==> config.mk <==
export PLATFORM = sky130hd
export DESIGN_NAME = spi_rx_sync
export DESIGN_NICKNAME = d
export VERILOG_FILES = /design/src/rtl/spi_rx_sync.sv
export SDC_FILE = /design/constraint.sdc
export NUM_CORES = 1
export LEC_CHECK = 0
export ABC_CLOCK_PERIOD_IN_PS = 2650
export CAP_MARGIN = 20
export CORE_UTILIZATION = 50
export CTS_CLUSTER_SIZE = 24
export DETAILED_ROUTE_END_ITERATION = 10
export GPL_ROUTABILITY_DRIVEN = 0
export GPL_TIMING_DRIVEN = 0
export PLACE_DENSITY_LB_ADDON = 0.2
export SKIP_CTS_REPAIR_TIMING = 1
export SLEW_MARGIN = 20
export SYNTH_ARGS = -nofsm -noshare
export SYNTH_HDL_FRONTEND = slang
export SYNTH_SLANG_ARGS = --single-unit
==> constraint.sdc <==
create_clock -name clk -period 2.65 [get_ports clk]
set_input_delay 0.53 -clock clk [delete_from_list [all_inputs] [get_ports clk]]
set_output_delay 0.53 -clock clk [all_outputs]
set_load 0.02 [all_outputs]
==> src/rtl/spi_rx_sync.sv <==
// SPI slave receiver: synchronises raw SPI pins into clk, shifts frames in on
// sclk fall, shifts readback out on sclk rise, and latches complete frames.
module spi_rx_sync #(
  parameter int WIDTH       = 8,
  parameter int SYNC_STAGES = 2
) (
  input  logic             clk,
  input  logic             rst_n,
  input  logic             sclk,
  input  logic             cs,
  input  logic             mosi,
  output logic             miso,
  output logic [WIDTH-1:0] reg_out,
  output logic             reg_valid,
  output logic             frame_err
);

  localparam logic [1:0] WAIT_IDLE = 2'd0;
  localparam logic [1:0] IDLE      = 2'd1;
  localparam logic [1:0] SHIFT     = 2'd2;

  localparam logic [7:0] CNT_MAX  = 8'd255;
  localparam logic [7:0] CNT_FULL = 8'(WIDTH);

  logic [2:0] raw_in;
  logic [2:0] sync_out;

  assign raw_in = {mosi, cs, sclk};

  genvar gi;
  generate
    for (gi = 0; gi < 3; gi++) begin : g_sync
      logic [SYNC_STAGES-1:0] chain_reg;
      always_ff @(posedge clk) begin
        if (!rst_n) begin
          chain_reg <= '0;
        end else begin
          chain_reg <= {chain_reg[SYNC_STAGES-2:0], raw_in[gi]};
        end
      end
      assign sync_out[gi] = chain_reg[SYNC_STAGES-1];
    end
  endgenerate

  logic sclk_sync, cs_sync, mosi_sync;
  assign sclk_sync = sync_out[0];
  assign cs_sync   = sync_out[1];
  assign mosi_sync = sync_out[2];

  logic sclk_prev_reg, cs_prev_reg;
  logic sclk_fall_reg, sclk_rise_reg, cs_fall_reg, cs_rise_reg;

  // Edge pulses are registered so sclk and cs events reach the FSM in the same
  // cycle they were seen together, keeping cs-rise priority well defined.
  always_ff @(posedge clk) begin
    if (!rst_n) begin
      sclk_prev_reg <= 1'b0;
      cs_prev_reg   <= 1'b0;
      sclk_fall_reg <= 1'b0;
      sclk_rise_reg <= 1'b0;
      cs_fall_reg   <= 1'b0;
      cs_rise_reg   <= 1'b0;
    end else begin
      sclk_prev_reg <= sclk_sync;
      cs_prev_reg   <= cs_sync;
      sclk_fall_reg <= sclk_prev_reg & ~sclk_sync;
      sclk_rise_reg <= ~sclk_prev_reg & sclk_sync;
      cs_fall_reg   <= cs_prev_reg & ~cs_sync;
      cs_rise_reg   <= ~cs_prev_reg & cs_sync;
    end
  end

  logic [1:0]       state_reg;
  logic [7:0]       bit_cnt_reg;
  logic [WIDTH-1:0] rx_reg;
  logic [WIDTH-1:0] tx_reg;
  logic [WIDTH-1:0] reg_out_reg;
  logic             reg_valid_reg;
  logic             frame_err_reg;

  always_ff @(posedge clk) begin
    if (!rst_n) begin
      state_reg     <= WAIT_IDLE;
      bit_cnt_reg   <= '0;
      rx_reg        <= '0;
      tx_reg        <= '0;
      reg_out_reg   <= '0;
      reg_valid_reg <= 1'b0;
      frame_err_reg <= 1'b0;
    end else begin
      reg_valid_reg <= 1'b0;
      frame_err_reg <= 1'b0;
      case (state_reg)
        WAIT_IDLE: begin
          // A reset mid-frame must not resume that frame; wait for cs to deassert.
          if (cs_sync) state_reg <= IDLE;
        end
        IDLE: begin
          if (cs_fall_reg) begin
            bit_cnt_reg <= '0;
            tx_reg      <= reg_out_reg;
            state_reg   <= SHIFT;
          end
        end
        SHIFT: begin
          if (cs_rise_reg) begin
            state_reg <= IDLE;
            if (bit_cnt_reg == CNT_FULL) begin
              reg_out_reg   <= rx_reg;
              reg_valid_reg <= 1'b1;
            end else if (bit_cnt_reg != 8'd0) begin
              frame_err_reg <= 1'b1;
            end
          end else if (sclk_fall_reg) begin
            rx_reg <= {rx_reg[WIDTH-2:0], mosi_sync};
            if (bit_cnt_reg != CNT_MAX) bit_cnt_reg <= bit_cnt_reg + 8'd1;
          end else if (sclk_rise_reg && bit_cnt_reg != 8'd0) begin
            tx_reg <= {tx_reg[WIDTH-2:0], 1'b0};
          end
        end
        default: state_reg <= WAIT_IDLE;
      endcase
    end
  end

  assign miso      = (state_reg == SHIFT) ? tx_reg[WIDTH-1] : 1'b0;
  assign reg_out   = reg_out_reg;
  assign reg_valid = reg_valid_reg;
  assign frame_err = frame_err_reg;

endmodule

# [Word level (Yosys, flattened, before mapping)]
# Cells that the tools add are included.
[word_totals] ff_bits=48 in_bits=5 output_inout_bits=11 elab_cells=68
[classes] addsub=1 eq_ne=12 mux=17 bitwise=11 n_reduce_logical=11
[op_table] op="8-bit two-way mux" count=8
[op_table] op="8-bit case mux with 2 select lines" count=2
[op_table] op="2-bit != test (second input constant)" count=8
[op_table] op="3-bit AND reduction" count=4
[op_table] op="5-bit AND reduction" count=2
[op_table] op="8-bit by 1-bit adder with 8-bit output (second input constant)" count=1
[op_table] op="8-bit by 4-bit == test with 1-bit output (second input constant)" count=1
[op_table] op="8-bit != test (second input constant)" count=1
[op_table] op="8-bit nonzero test" count=1
[op_table] op="1-bit NOT" count=7
[op_table] op="2-bit two-way mux" count=3
[op_table] op="2-bit case mux with 3 select lines" count=1
[op_table] op="1-bit bitwise AND" count=4
[op_table] op="4-bit OR reduction" count=1
[op_table] op="1-bit two-way mux" count=3
[op_table] op="2-bit by 1-bit == test with 1-bit output (second input constant)" count=1
[op_table] op="2-bit == test (second input constant)" count=1
[op_table] op="2-bit logical NOT" count=1
[op_table] op="2-bit nonzero test" count=1
[op_table] op="1-bit logical AND" count=1

# [Longest topological paths before layout]
[logic_depth] word_depth=6 ltp_mapped=7 mapped_depth_nobuf=6

# [Least setup slack after synthesis]
# Ideal clock, no wire load.
[synth_timing] kind="register -> output" start="register state_reg[1]" end="output miso" arrival_ps=1424 required_time_ps=2120 setup_slack_ps=696 stages_incl_launch_ff=6 path_buffers=3 cell_sequence="dfxtp_1 -> clkbuf_1 -> nor2b_1 -> buf_2 -> clkbuf_1 -> and2_1"
[synth_between] elab_chain_len=2
[synth_lines] element="from (decl)" line_no="73" text="logic [1:0] state_reg;"
[synth_lines] element="from (signal assigned)" line_no="83" text="state_reg <= WAIT_IDLE;"
[synth_lines] element="from (signal assigned)" line_no="96" text="if (cs_sync) state_reg <= IDLE;"
[synth_lines] element="from (signal assigned)" line_no="102" text="state_reg <= SHIFT;"
[synth_lines] element="2-bit == test" line_no="126" text="assign miso = (state_reg == SHIFT) ? tx_reg[WIDTH-1] : 1'b0;"
[synth_lines] element="1-bit two-way mux" line_no="126"
[synth_lines] element="to (decl)" line_no="12" text="output logic miso,"
# Every way passes these cells.

# [Final worst setup path]
# Same ends and word-level chain as after synthesis.

==> results.sh <==
export IMPL_status="finished clean"
export IMPL_finalSetupViolCount=0
export IMPL_synth_cell_types=41
export IMPL_ir_drop_uv=460
export IMPL_skew_ns=0.00567
export IMPL_async_flop_share=0
export IMPL_slowest_delay_ns=0.59
export IMPL_whs_path_depth=1
export IMPL_worstSetupEndpointType="output pin"
export IMPL_grt_setup_unrepaired="no"
export IMPL_drv_cap=0
export IMPL_synth_area_per_cell_um2=9.42
export IMPL_synth_area_mm2=0.00196
export IMPL_crit_type="reg -> out"
export IMPL_cp_data_required_time_ns=2.12
export IMPL_report_final_slew_viol_count=0
export IMPL_reg2reg_to="bit_cnt_reg[4]"
export IMPL_yosys_warnings=0
export IMPL_die_area_mm2=0.00417
export IMPL_antenna_found_initial=0
export IMPL_drive_gt1_frac=0.0655
export IMPL_area_growth_pct=15.6
export IMPL_cts_root_buf="clkbuf_8"
export IMPL_min_period_ns=2.47
export IMPL_numCtsBuffers=5
export IMPL_first_pass_iters=4
export IMPL_track_usage=0.214
export IMPL_slew_headroom=0.594
export IMPL_synth_most_common_cell="dfxtp_1"
export IMPL_drc=0
export IMPL_p_leak_nw=0.782
export IMPL_netlist_area_leader_share=0.490
export IMPL_path_clk_slew_ns=0.09
export IMPL_synth_edf_count=0
export IMPL_crit_slowest_cell="clkdlybuf4s50_1"
export IMPL_io_pin_count=16
export IMPL_whs_ns=0.404
export IMPL_vias=1558
export IMPL_initial_core_util=0.527
export IMPL_crit_path_start_kind="register"
export IMPL_cts_sinks=48
export IMPL_port_buffers=15
export IMPL_fin_setup_tns_ns=0
export IMPL_grt_pass1_vias=1407
export IMPL_synth_seq_cells=48
export IMPL_wl_um=3890
export IMPL_die_w_um=64.6
export IMPL_htreeDepth=2
export IMPL_synthTopCellsByCount="dfxtp_1, nand2_1, mux2i_1, nor2_1, a21oi_1"
export IMPL_synth_cells=208
export IMPL_die_h_um=64.6
export IMPL_hpwl_um=2680
export IMPL_reg2reg_depth=5
export IMPL_synth_main_ff_cell="dfxtp_1"
export IMPL_worstMarginPinSlew_ns=0.604
export IMPL_fmax_ghz=0.406
export IMPL_overflow=0
export IMPL_yosysTopAreaCell="dfxtp_1"
export IMPL_seq_area_frac_synth=0.490
export IMPL_cts_max_path_buffers=2
export IMPL_first_iter_violations=133
export IMPL_diodes=0
export IMPL_synthTopCellsByArea="dfxtp_1, mux2i_1, nand2_1"
export IMPL_fin_util=0.609
export IMPL_clk_latency_ns=0.31
export IMPL_synth_fp_nets=215
export IMPL_worstPathArrival_ns=1.94
export IMPL_hold_end="sclk_fall_reg"
export IMPL_r2r_start="bit_cnt_reg[3]"
export IMPL_hold_path_startpoint="g_sync[0].chain_reg[1]"
export IMPL_ant_nets=0
export IMPL_hp_class="reg -> reg"
export IMPL_design_area_mm2=0.00226
export IMPL_coreArea_mm2=0.00372
export IMPL_grt_start_max_net_pins=16
export IMPL_wl_per_cell_um=14.0
export IMPL_reg2reg_setup_slack_ns=0.64
export IMPL_viasPerCell=5.62
export IMPL_dpl_cell_area_mm2=0.00217
export IMPL_timing_final_crit_share=0.930
export IMPL_crit_chain="nor2b_1, buf_6, and2_1, clkdlybuf4s50_1"
export IMPL_grt_pass1_wl_um=6690
export IMPL_finalHoldViolCount=0
export IMPL_path_max_fanout=18
export IMPL_cts_tree="built"
export IMPL_nNetsFinal=235
export IMPL_p_per_area_mw_per_mm2=541
export IMPL_rows=22
[power by group]
part	switching [W]	internal [W]
Clock	0.000249	0.000213
Combinational	0.0000168	0.0000125
Sequential	0.00000477	0.000728
Total	0.000270	0.000954
[metrics by stage]
stage	power [W]	instances	setup WS (ns)
2_1_floorplan	0.000765	208	0.696
3_3_place_gp	0.000779	271	-0.0876
3_5_place_dp	0.000779	271	-0.0949
4_1_cts	0.00123	279	-0.438
5_1_grt	0.00127	277	0.0723
6_report	0.00122	277	0.185
[cells in the final DEF (no fill, tap or decap), drive strengths merged, types with 3 or more instances in the layout]
master / instances
nor2b: 4
clkdlybuf4s50: 15
mux2i: 16
inv: 4
clkbuf: 15
o211ai: 3
nand3: 9
dfxtp: 48
nor2: 16
or4: 3
nand2: 25
o21ai: 9
a31oi: 3
o311a: 8
nand4: 3
and2: 9
a21oi: 13
[cell type report]
cell class,count,area (um^2)
Buffer,11,56.3
Clock buffer,6,82.6
Clock inverter,2,13.8
Fill cell,343,1450
Inverter,4,15.0
Multi-Input combinational cell,143,926
Sequential cell,48,961
Tap cell,48,60.1
Timing Repair Buffer,15,150
[cells by family after synthesis]
logic type               count (synthesis)  share of synthesized area
AO/OA/AOI/OAI                           43                      0.156
flip-flops                              48                      0.490
adder cells (fa/ha/maj)                  2                     0.0128
multiplexers                            16                     0.0817
AND/OR/NAND/NOR                         82                      0.222
buffers and inverters                   17                     0.0370
[critical path, delay by kind of cell, from the launching register on]
family	cells	cell delay, ns
and+or+nand+nor	2	0.35
DFF	1	0.47
buffers and inverters	2	0.80
[metal layers]
metal  part of all wire  vias to the layer above  GRT usage
li1                   -                      790          -
met1               0.47                      730      0.266
met2               0.47                       30      0.351
met3              0.038                        8     0.0475
met4              0.018                        0     0.0972
met5                  0                        -          0
[worst max path at each step]
| stage | depth (start not counted) | start | slack (ns) | end |
|---|---|---|---|---|
| floorplan | 5 | state_reg[1] | 0.70 | miso |
| global placement | 6 | state_reg[1] | -0.09 | miso |
| detailed placement | 6 | state_reg[1] | -0.09 | miso |
| CTS | 6 | state_reg[1] | -0.44 | miso |
| global route | 4 | state_reg[1] | 0.07 | miso |
| finish | 4 | state_reg[1] | 0.18 | miso |
(Power assumes the default switching activity.)
